### config.mk
export PLATFORM = sky130hd
export DESIGN_NAME = pe_weight_loader
export DESIGN_NICKNAME = d
export VERILOG_FILES = /design/src/rtl/pe_weight_loader_pkg.sv /design/src/rtl/pe_weight_loader_shifter.sv /design/src/rtl/pe_weight_loader.sv
export SDC_FILE = /design/constraint.sdc
export NUM_CORES = 1
export LEC_CHECK = 0
export ABC_AREA = 1
export ABC_CLOCK_PERIOD_IN_PS = 2300
export CAP_MARGIN = 20
export CORE_MARGIN = 2
export CORE_UTILIZATION = 25
export CTS_CLUSTER_SIZE = 25
export DETAILED_ROUTE_END_ITERATION = 7
export GPL_TIMING_DRIVEN = 0
export HOLD_SLACK_MARGIN = 0.1
export PLACE_DENSITY = 0.46
export SLEW_MARGIN = 20
export SYNTH_ARGS = -nofsm -noshare
export SYNTH_HDL_FRONTEND = slang
export SYNTH_HIERARCHICAL = 1
export SYNTH_SLANG_ARGS = --single-unit
### constraint.sdc
create_clock -name clock -period 2.3 [get_ports clock]
set_clock_uncertainty 0.05 [all_clocks]
set_input_delay 0.69 -clock clock [delete_from_list [all_inputs] [get_ports clock]]
set_output_delay 0.69 -clock clock [all_outputs]
set_load 0.02 [all_outputs]
### src/rtl/pe_weight_loader_pkg.sv
// Shared types and helpers for the ternary weight loader: FSM states, 2-bit code
// constants and the code-to-weight decode.
package pe_weight_loader_pkg;

   typedef enum logic [1:0] {
      IDLE   = 2'd0,
      STREAM = 2'd1,
      DONE   = 2'd2
   } state_t;

   localparam logic [1:0] CODE_ZERO    = 2'b00;
   localparam logic [1:0] CODE_POS     = 2'b01;
   localparam logic [1:0] CODE_NEG     = 2'b11;
   localparam logic [1:0] CODE_ILLEGAL = 2'b10;

   localparam int DEFAULT_WPW = 16;

   typedef struct packed {
      logic signed [1:0] weight;
      logic              illegal;
   } decoded_t;

   // Illegal codes decode to a zero weight so the PE chain never sees garbage.
   function automatic decoded_t decode(input logic [1:0] code);
      decoded_t d;
      d.weight  = 2'sd0;
      d.illegal = 1'b0;
      case (code)
         CODE_POS:     d.weight  = 2'sd1;
         CODE_NEG:     d.weight  = -2'sd1;
         CODE_ILLEGAL: d.illegal = 1'b1;
         default:      d.weight  = 2'sd0;
      endcase
      return d;
   endfunction

endpackage

### src/rtl/pe_weight_loader_shifter.sv
// Word register plus code index: unpacks one packed word into WPW registered
// ternary weights, LSB code first.
module ternary_unpack_shifter
   import pe_weight_loader_pkg::*;
#(
   parameter int WPW = DEFAULT_WPW
) (
   input  logic                 clock,
   input  logic                 reset,
   input  logic                 load,
   input  logic [2*WPW-1:0]     data,
   output logic                 can_load,
   output logic                 weight_read,
   output logic signed [1:0]    weight_in,
   output logic                 illegal
);

   localparam int CW = (WPW > 1) ? $clog2(WPW) : 1;

   logic [2*WPW-1:0] word;
   logic [CW-1:0]    remain;
   logic [1:0]       code;
   decoded_t         dec;

   // remain counts codes still held after the one currently on the outputs, so
   // zero means the buffer is either empty or showing its last code.
   assign can_load = (remain == '0);

   always_comb begin
      code = load ? data[1:0] : word[1:0];
      dec  = decode(code);
   end

   always_ff @(posedge clock) begin
      if (reset) begin
         word        <= '0;
         remain      <= '0;
         weight_read <= 1'b0;
         weight_in   <= 2'sd0;
         illegal     <= 1'b0;
      end else if (load) begin
         word        <= data >> 2;
         remain      <= CW'(WPW - 1);
         weight_read <= 1'b1;
         weight_in   <= dec.weight;
         illegal     <= dec.illegal;
      end else if (remain != '0) begin
         word        <= word >> 2;
         remain      <= remain - 1'b1;
         weight_read <= 1'b1;
         weight_in   <= dec.weight;
         illegal     <= dec.illegal;
      end else begin
         weight_read <= 1'b0;
         weight_in   <= 2'sd0;
         illegal     <= 1'b0;
      end
   end

endmodule

### src/rtl/pe_weight_loader.sv
// Tile-level ternary weight loader: accepts num_words packed words and streams
// their codes to the PE chain one per cycle, then pulses done.
module pe_weight_loader
   import pe_weight_loader_pkg::*;
#(
   parameter int WPW   = DEFAULT_WPW,
   parameter int LEN_W = 8
) (
   input  logic                 clock,
   input  logic                 reset,
   input  logic                 start,
   input  logic [LEN_W-1:0]     num_words,
   input  logic                 in_valid,
   input  logic [2*WPW-1:0]     in_data,
   output logic                 in_ready,
   output logic                 weight_read,
   output logic signed [1:0]    weight_in,
   output logic                 busy,
   output logic                 done,
   output logic                 err_illegal
);

   state_t           state, state_nx;
   logic [LEN_W-1:0] words_left;
   logic             err_q;
   logic             can_load;
   logic             accept;
   logic             illegal_now;

   assign in_ready    = (state == STREAM) && (words_left != '0) && can_load;
   assign accept      = in_valid && in_ready;
   // The registered sticky bit lags by a cycle; OR in the live flag so the
   // error shows alongside the offending weight.
   assign err_illegal = err_q | illegal_now;

   ternary_unpack_shifter #(.WPW(WPW)) u_shifter (
      .clock       (clock),
      .reset       (reset),
      .load        (accept),
      .data        (in_data),
      .can_load    (can_load),
      .weight_read (weight_read),
      .weight_in   (weight_in),
      .illegal     (illegal_now)
   );

   always_comb begin
      state_nx = state;
      busy     = 1'b0;
      done     = 1'b0;
      case (state)
         IDLE: begin
            if (start) state_nx = (num_words == '0) ? DONE : STREAM;
         end
         STREAM: begin
            busy = 1'b1;
            if ((words_left == '0) && can_load) state_nx = DONE;
         end
         DONE: begin
            busy     = 1'b1;
            done     = 1'b1;
            state_nx = IDLE;
         end
         default: state_nx = IDLE;
      endcase
   end

   always_ff @(posedge clock) begin
      if (reset) begin
         state      <= IDLE;
         words_left <= '0;
         err_q      <= 1'b0;
      end else begin
         state <= state_nx;
         if ((state == IDLE) && start) begin
            words_left <= num_words;
            err_q      <= 1'b0;
         end else begin
            if (accept)      words_left <= words_left - 1'b1;
            if (illegal_now) err_q      <= 1'b1;
         end
      end
   end

endmodule

After elaboration in Yosys (flattened, before gate mapping)
Index checks and enable logic that the tools add are counted.
{ "word_totals": {"regBits": 49, "word_cells": 55, "mem_count": 0, "rom_bits": 0, "latchBits": 0, "ram_bits": 0, "output_inout_bits": 7} }
{ "op_classes": {"n_eq_ne": 7, "n_shift": 0, "n_lt_le_gt_ge": 0, "mux": 21, "div_mod_pow": 0, "bitwise_logic": 1, "reduce_logical": 16, "addsub": 2, "multipliers": 0} }
{ "ops": {"columns": ["cell", "count"], "rows": [
  ["30-bit 2-to-1 mux", 2],
  ["8-bit logical NOT", 2],
  ["8-bit 2-to-1 mux", 2],
  ["2-bit 2-to-1 mux", 6],
  ["4-bit 2-to-1 mux", 2],
  ["2-bit case mux with 2 select lines", 2],
  ["8-bit nonzero test", 1],
  ["8-bit by 1-bit subtractor with 8-bit output (second input constant)", 1],
  ["1-bit 2-to-1 mux", 7],
  ["2-bit == test (second input constant)", 3],
  ["1-bit logical AND", 5],
  ["2-bit by 1-bit == test with 1-bit output (second input constant)", 2],
  ["4-bit logical NOT", 1],
  ["2-bit nonzero test", 2],
  ["4-bit nonzero test", 1],
  ["2-bit OR reduction", 2],
  ["4-bit by 1-bit subtractor with 4-bit output (second input constant)", 1],
  ["2-bit logical NOT", 1],
  ["2-bit by 1-bit != test with 1-bit output (second input constant)", 1],
  ["2-bit != test (second input constant)", 1],
  ["2-bit AND reduction", 1],
  ["1-bit OR", 1]
]} }

Depth between registers and ports, before layout
{ "logic_depth": {"depth_word": 9, "mapped_depth": 15, "ltp_nobuf": 13} }

Modules after synthesis
Netlist, hierarchy kept.
{ "modules_own_cells": {"columns": ["mod", "cells_each", "instances", "area_per_inst_um2", "seq_area_each_um2"], "rows": [
  ["ternary_unpack_shifter", 274, 1, 1820.5, 760.7],
  ["pe_weight_loader", 139, 1, 853.3, 220.2]
]} }

Worst setup path after synthesis
OpenSTA, ideal clock, no wires.
{ "synth_path": {"path_kind": "register to output", "start": "reg u_shifter.remain[0]", "end": "out in_ready", "setup_slack_ns": 0.161, "t_arrival_ns": 1.399, "stages_incl_launch_ff": 8, "n_path_buf": 1, "required_ns": 1.560, "cell_sequence": "dfxtp_1 > inv_1 > ha_1 > buf_4 > nand2_1 > nor2_1 > inv_1 > nor2_1"} }
{ "synth_between": {"elab_chain_cells": 2} }
{ "synth_rtl": {"columns": ["item", "line", "rtl"], "rows": [
  ["from (decl)", "pe_weight_loader_shifter.sv:21", "logic [CW-1:0] remain;"],
  ["from (signal assigned)", "pe_weight_loader_shifter.sv:43", "remain <= CW'(WPW - 1);"],
  ["from (signal assigned)", "pe_weight_loader_shifter.sv:49", "remain <= remain - 1'b1;"],
  ["4-bit logical NOT", "pe_weight_loader_shifter.sv:27", "assign can_load = (remain == '0);"],
  ["net can_load", "pe_weight_loader.sv:26", "logic can_load;"],
  ["1-bit logical AND", "pe_weight_loader.sv:30", "assign in_ready = (state == STREAM) && (words_left != '0) && can_load;"],
  ["to (decl)", "pe_weight_loader.sv:15", "output logic in_ready,"]
]} }
The timed path passes the listed nets, and every way through them passes these cells.

Final worst setup path
{ "layout_path": {"start": "reg state[0]", "end": "out done"} }
{ "layout_between": {"elab_chain_cells": 2} }
{ "layout_rtl": {"columns": ["item", "line", "rtl"], "rows": [
  ["from (decl)", "pe_weight_loader.sv:23", "state_t state, state_nx;"],
  ["from (signal assigned)", "pe_weight_loader.sv:74", "state <= state_nx;"],
  ["2-bit == test", "pe_weight_loader.sv:51", "case (state)"],
  ["1-bit 2-to-1 mux", "pe_weight_loader.sv:51", null],
  ["to (decl)", "pe_weight_loader.sv:19", "output logic done,"]
]} }
No other way between the ends.

==> impl_results.md <==
- Status: finished clean
- WL/cell: 12.1 µm
- Seq/Total Area, Yosys: 36.7%
- Worst setup margin: 0.113 ns
- Synth Area in XOR/XNOR: 0.328%
- Flop pwr share: 30.9%
- Routability cong.: 0.829
- Starting Density: 25.8%
- Critical path launch point type: flip-flop
- Highest clock rate: 0.457 GHz
- DP Area: 0.00334 mm²
- Post-synth top area cell: dfxtp_1
- Hold Fails Final Rpt: 0
- Unrepaired setup endpoints after global routing: no
- Post-synthesis compound-gate area fraction: 9.17%
- Synth Area per Inst: 6.47 µm²
- Core Area: 0.0104 mm²
- Gr usage total: 13.1%
- Area Overhead vs Synth: 32.0%
- Ant diodes: 0
- WP data arrival: 1.45 ns
- Die W: 107 µm
- Critical Path End Type: output port
- Drt initial violations: 119
- Multiplexer share of the synthesized area: 0%
- Clock Sinks: 49
- H-tree depth: 2
- Switch Pwr: 1620 µW
- Worst endpoint required time: 1.56 ns
- FFs w/ async S/R, synth: 0%
- Placement Setup Slack: -0.467 ns
- Antenna violations before repair: 0
- Post-synthesis adder-cell area fraction: 2.81%
- TritonRoute pass-1 iters: 4
- DR vias/cell: 4.49
- Overall routed net length: 7410 µm
- Vias in the first global route: 2593
- Final setup violating endpoints: 0
- CTS tree: yes
- Synth Area in Simple Gates: 42.0%
- Top_reg_cell synth: dfxtp_1
- Post-Syn Nets: 463
- First-pass GRT wire length: 12200 µm
- Clock buffer depth: 2
- Distinct cell type count after synthesis: 25
- Hold buffer count at CTS: 0
- Synth Register Bits: 49
- Die Y: 107 µm
- Switching Share: 44.4%
- Mapped Area: 0.00267 mm²
- Crit path max fanout: 3
- Clk pin slew, worst setup/hold paths: 0.09 ns
- CTS buffer count: 5
- PD cells: 1040 mW/mm²
- Final ANT Viol Nets: 0
- Vias post-DR: 2755
- Root buffer cell: clkbuf_8
- Worst relative slew slack: 65.8%
- Largest family of logic cells by synthesized area: simple AND/OR/NAND/NOR gates
- Peak VDD IR: 0.000422 V
- Port Buffer Count: 50
- Largest net degree at the start of global routing: 15
- Hpwl dp: 5370 µm
- Least-Margin Pin Slew: 0.513 ns
- Hold crit path type: flip-flop to flip-flop
- Crit path kind: flip-flop to output port
- Nets: 526
- Clk_lat worst skew: 0.30 ns
- Static Leak: 0.00153 µW
- Number of synthesis warnings: 6
- Area of the die: 0.0115 mm²
- Tmin final: 2.19 ns
- Final design area excluding fillers: 0.00353 mm²
- # DRC: 0
- Max-Cap Viols: 0
- Max-slew violations: 0
- Share of cells above drive strength 1: 13.8%
- Top cell type's share of synthesized area: 36.7%
- Gr ovfl total: 0
- Comb pwr share: 53.6%
- Synthesized instance count: 413
- Power share of the clock group: 15.4%
- Ranking of synthesized cells by area: dfxtp_1 37%, nand2_1 23%, nand4_1 6.3%, a21oi_1 5.8%, nand3_1 4.7%
- Internal power: 2030 µW
- I/O pins: 51
- Row cnt: 37
- Fin crit share: 95.1%
- Post-synth EDFFs: 0
-- cell usage in the layout (no fill, tap or decap), drive strengths merged --
cell type	Yosys	routed
or2	1	1
nor3	3	3
nand4	28	28
inv	33	33
nand2	169	169
o21ai	11	11
dlygate4sd2	0	1
clkbuf	4	11
dfxtp	49	49
nor2	27	27
a21oi	35	35
nand3b	1	1
nand3	26	26
xnor2	1	1
ha	6	6
clkinv	0	1
clkdlybuf4s50	0	48
buf	19	26
-- metrics by stage --
stage / hold WS, ns / total power [µW] / util, % / cells / TNS (ns)
after detailed placement: 0.416 / 2980 / 32.3 / 599 / -9.19
after floorplan: 0.397 / 2450 / - / 413 / 0
after global routing: 0.467 / 3990 / 34.0 / 613 / 0
after global placement: 0.417 / 2980 / 32.3 / 599 / -9.73
after CTS: 0.433 / 3620 / 33.6 / 609 / 0
final: 0.431 / 3650 / 34.0 / 613 / 0
-- flip-flops by register name, indices dropped and copies added (netlist names) --
signal	flops
words_left	8
state	2
err_q	1
u_shifter/weight_in	2
u_shifter/weight_read	1
u_shifter/word	30
u_shifter/illegal	1
u_shifter/remain	4
-- power by group through the flow --
stage / registers [µW] / logic, µW / clock network (µW)
3_5_place_dp: 1140 / 1840 / 0
3_3_place_gp: 1130 / 1840 / 0
6_report: 1130 / 1960 / 564
4_1_cts: 1120 / 1910 / 592
2_1_floorplan: 1120 / 1330 / 0
5_1_grt: 1150 / 2220 / 620
-- worst max-delay path: stages, from the launching register on --
cell and delay (ns):
dfxtp_1 0.32, inv_1 0.09, ha_1 0.14, clkdlybuf4s50_1 0.59
-- logic make-up (layout without fill, tap and decap cells) --
| kind of cell | count (synthesis) | after routing |
|---|---|---|
| buf+inv | 56 | 120 |
| fa+ha+maj | 6 | 6 |
| compound gates | 46 | 46 |
| xor+xnor | 1 | 1 |
| flops | 49 | 49 |
| simple gates | 255 | 255 |
-- repair_timing --
item                                    4_1_cts  5_1_grt
gates cloned                                  0        0
buffers inserted                              2        4
endpoints found under the setup margin       40       19
pin swaps                                     3        3
resized for setup                            16        5
-- final timing paths --
| kind | start | end | slack, ns | cells past startpoint |
|---|---|---|---|---|
| hold reg to reg | u_shifter/word[8]$_SDFFE_PP0P_ | u_shifter/word[8]$_SDFFE_PP0P_ | 0.43 | 2 |
| setup reg to reg | u_shifter/remain[0]$_SDFFE_PP0P_ | u_shifter/weight_in[1]$_SDFF_PP0_ | 0.20 | 14 |
| setup / recovery | state[0]$_SDFFE_PP0P_ | done | 0.11 | 3 |
| hold / removal | u_shifter/word[8]$_SDFFE_PP0P_ | u_shifter/word[8]$_SDFFE_PP0P_ | 0.43 | 2 |
-- area by class of cell --
| class | count | area (µm²) |
|---|---|---|
| fillers | 1184 | 6840 |
| multi-input cells | 308 | 1480 |
| flip-flops and latches | 49 | 985 |
| repair buffers | 56 | 542 |
| well taps | 136 | 170 |
| plain buffers | 23 | 131 |
| inverters | 33 | 124 |
| clock buffers | 7 | 96.3 |
| clock inverters | 1 | 5.00 |
-- cells in the mapped netlist (4+ instances only) --
cell type,count
clkbuf_1,4
nand2_2,6
nor2_1,25
dfxtp_1,49
nand3_1,25
a21oi_1,31
nand2_1,162
ha_1,6
nand4_1,27
buf_2,16
a21oi_2,4
inv_1,26
o21ai_0,10
inv_2,7
-- per-layer routing --
metal	vias up	global-route usage (%)	part of all wire [%]
met1	1263	18.1	51
li1	1448	-	-
met3	4	2.24	3.5
met5	-	0	0
met4	0	3.30	0.78
met2	40	21.3	45
Power figures use the tool's default switching activity.
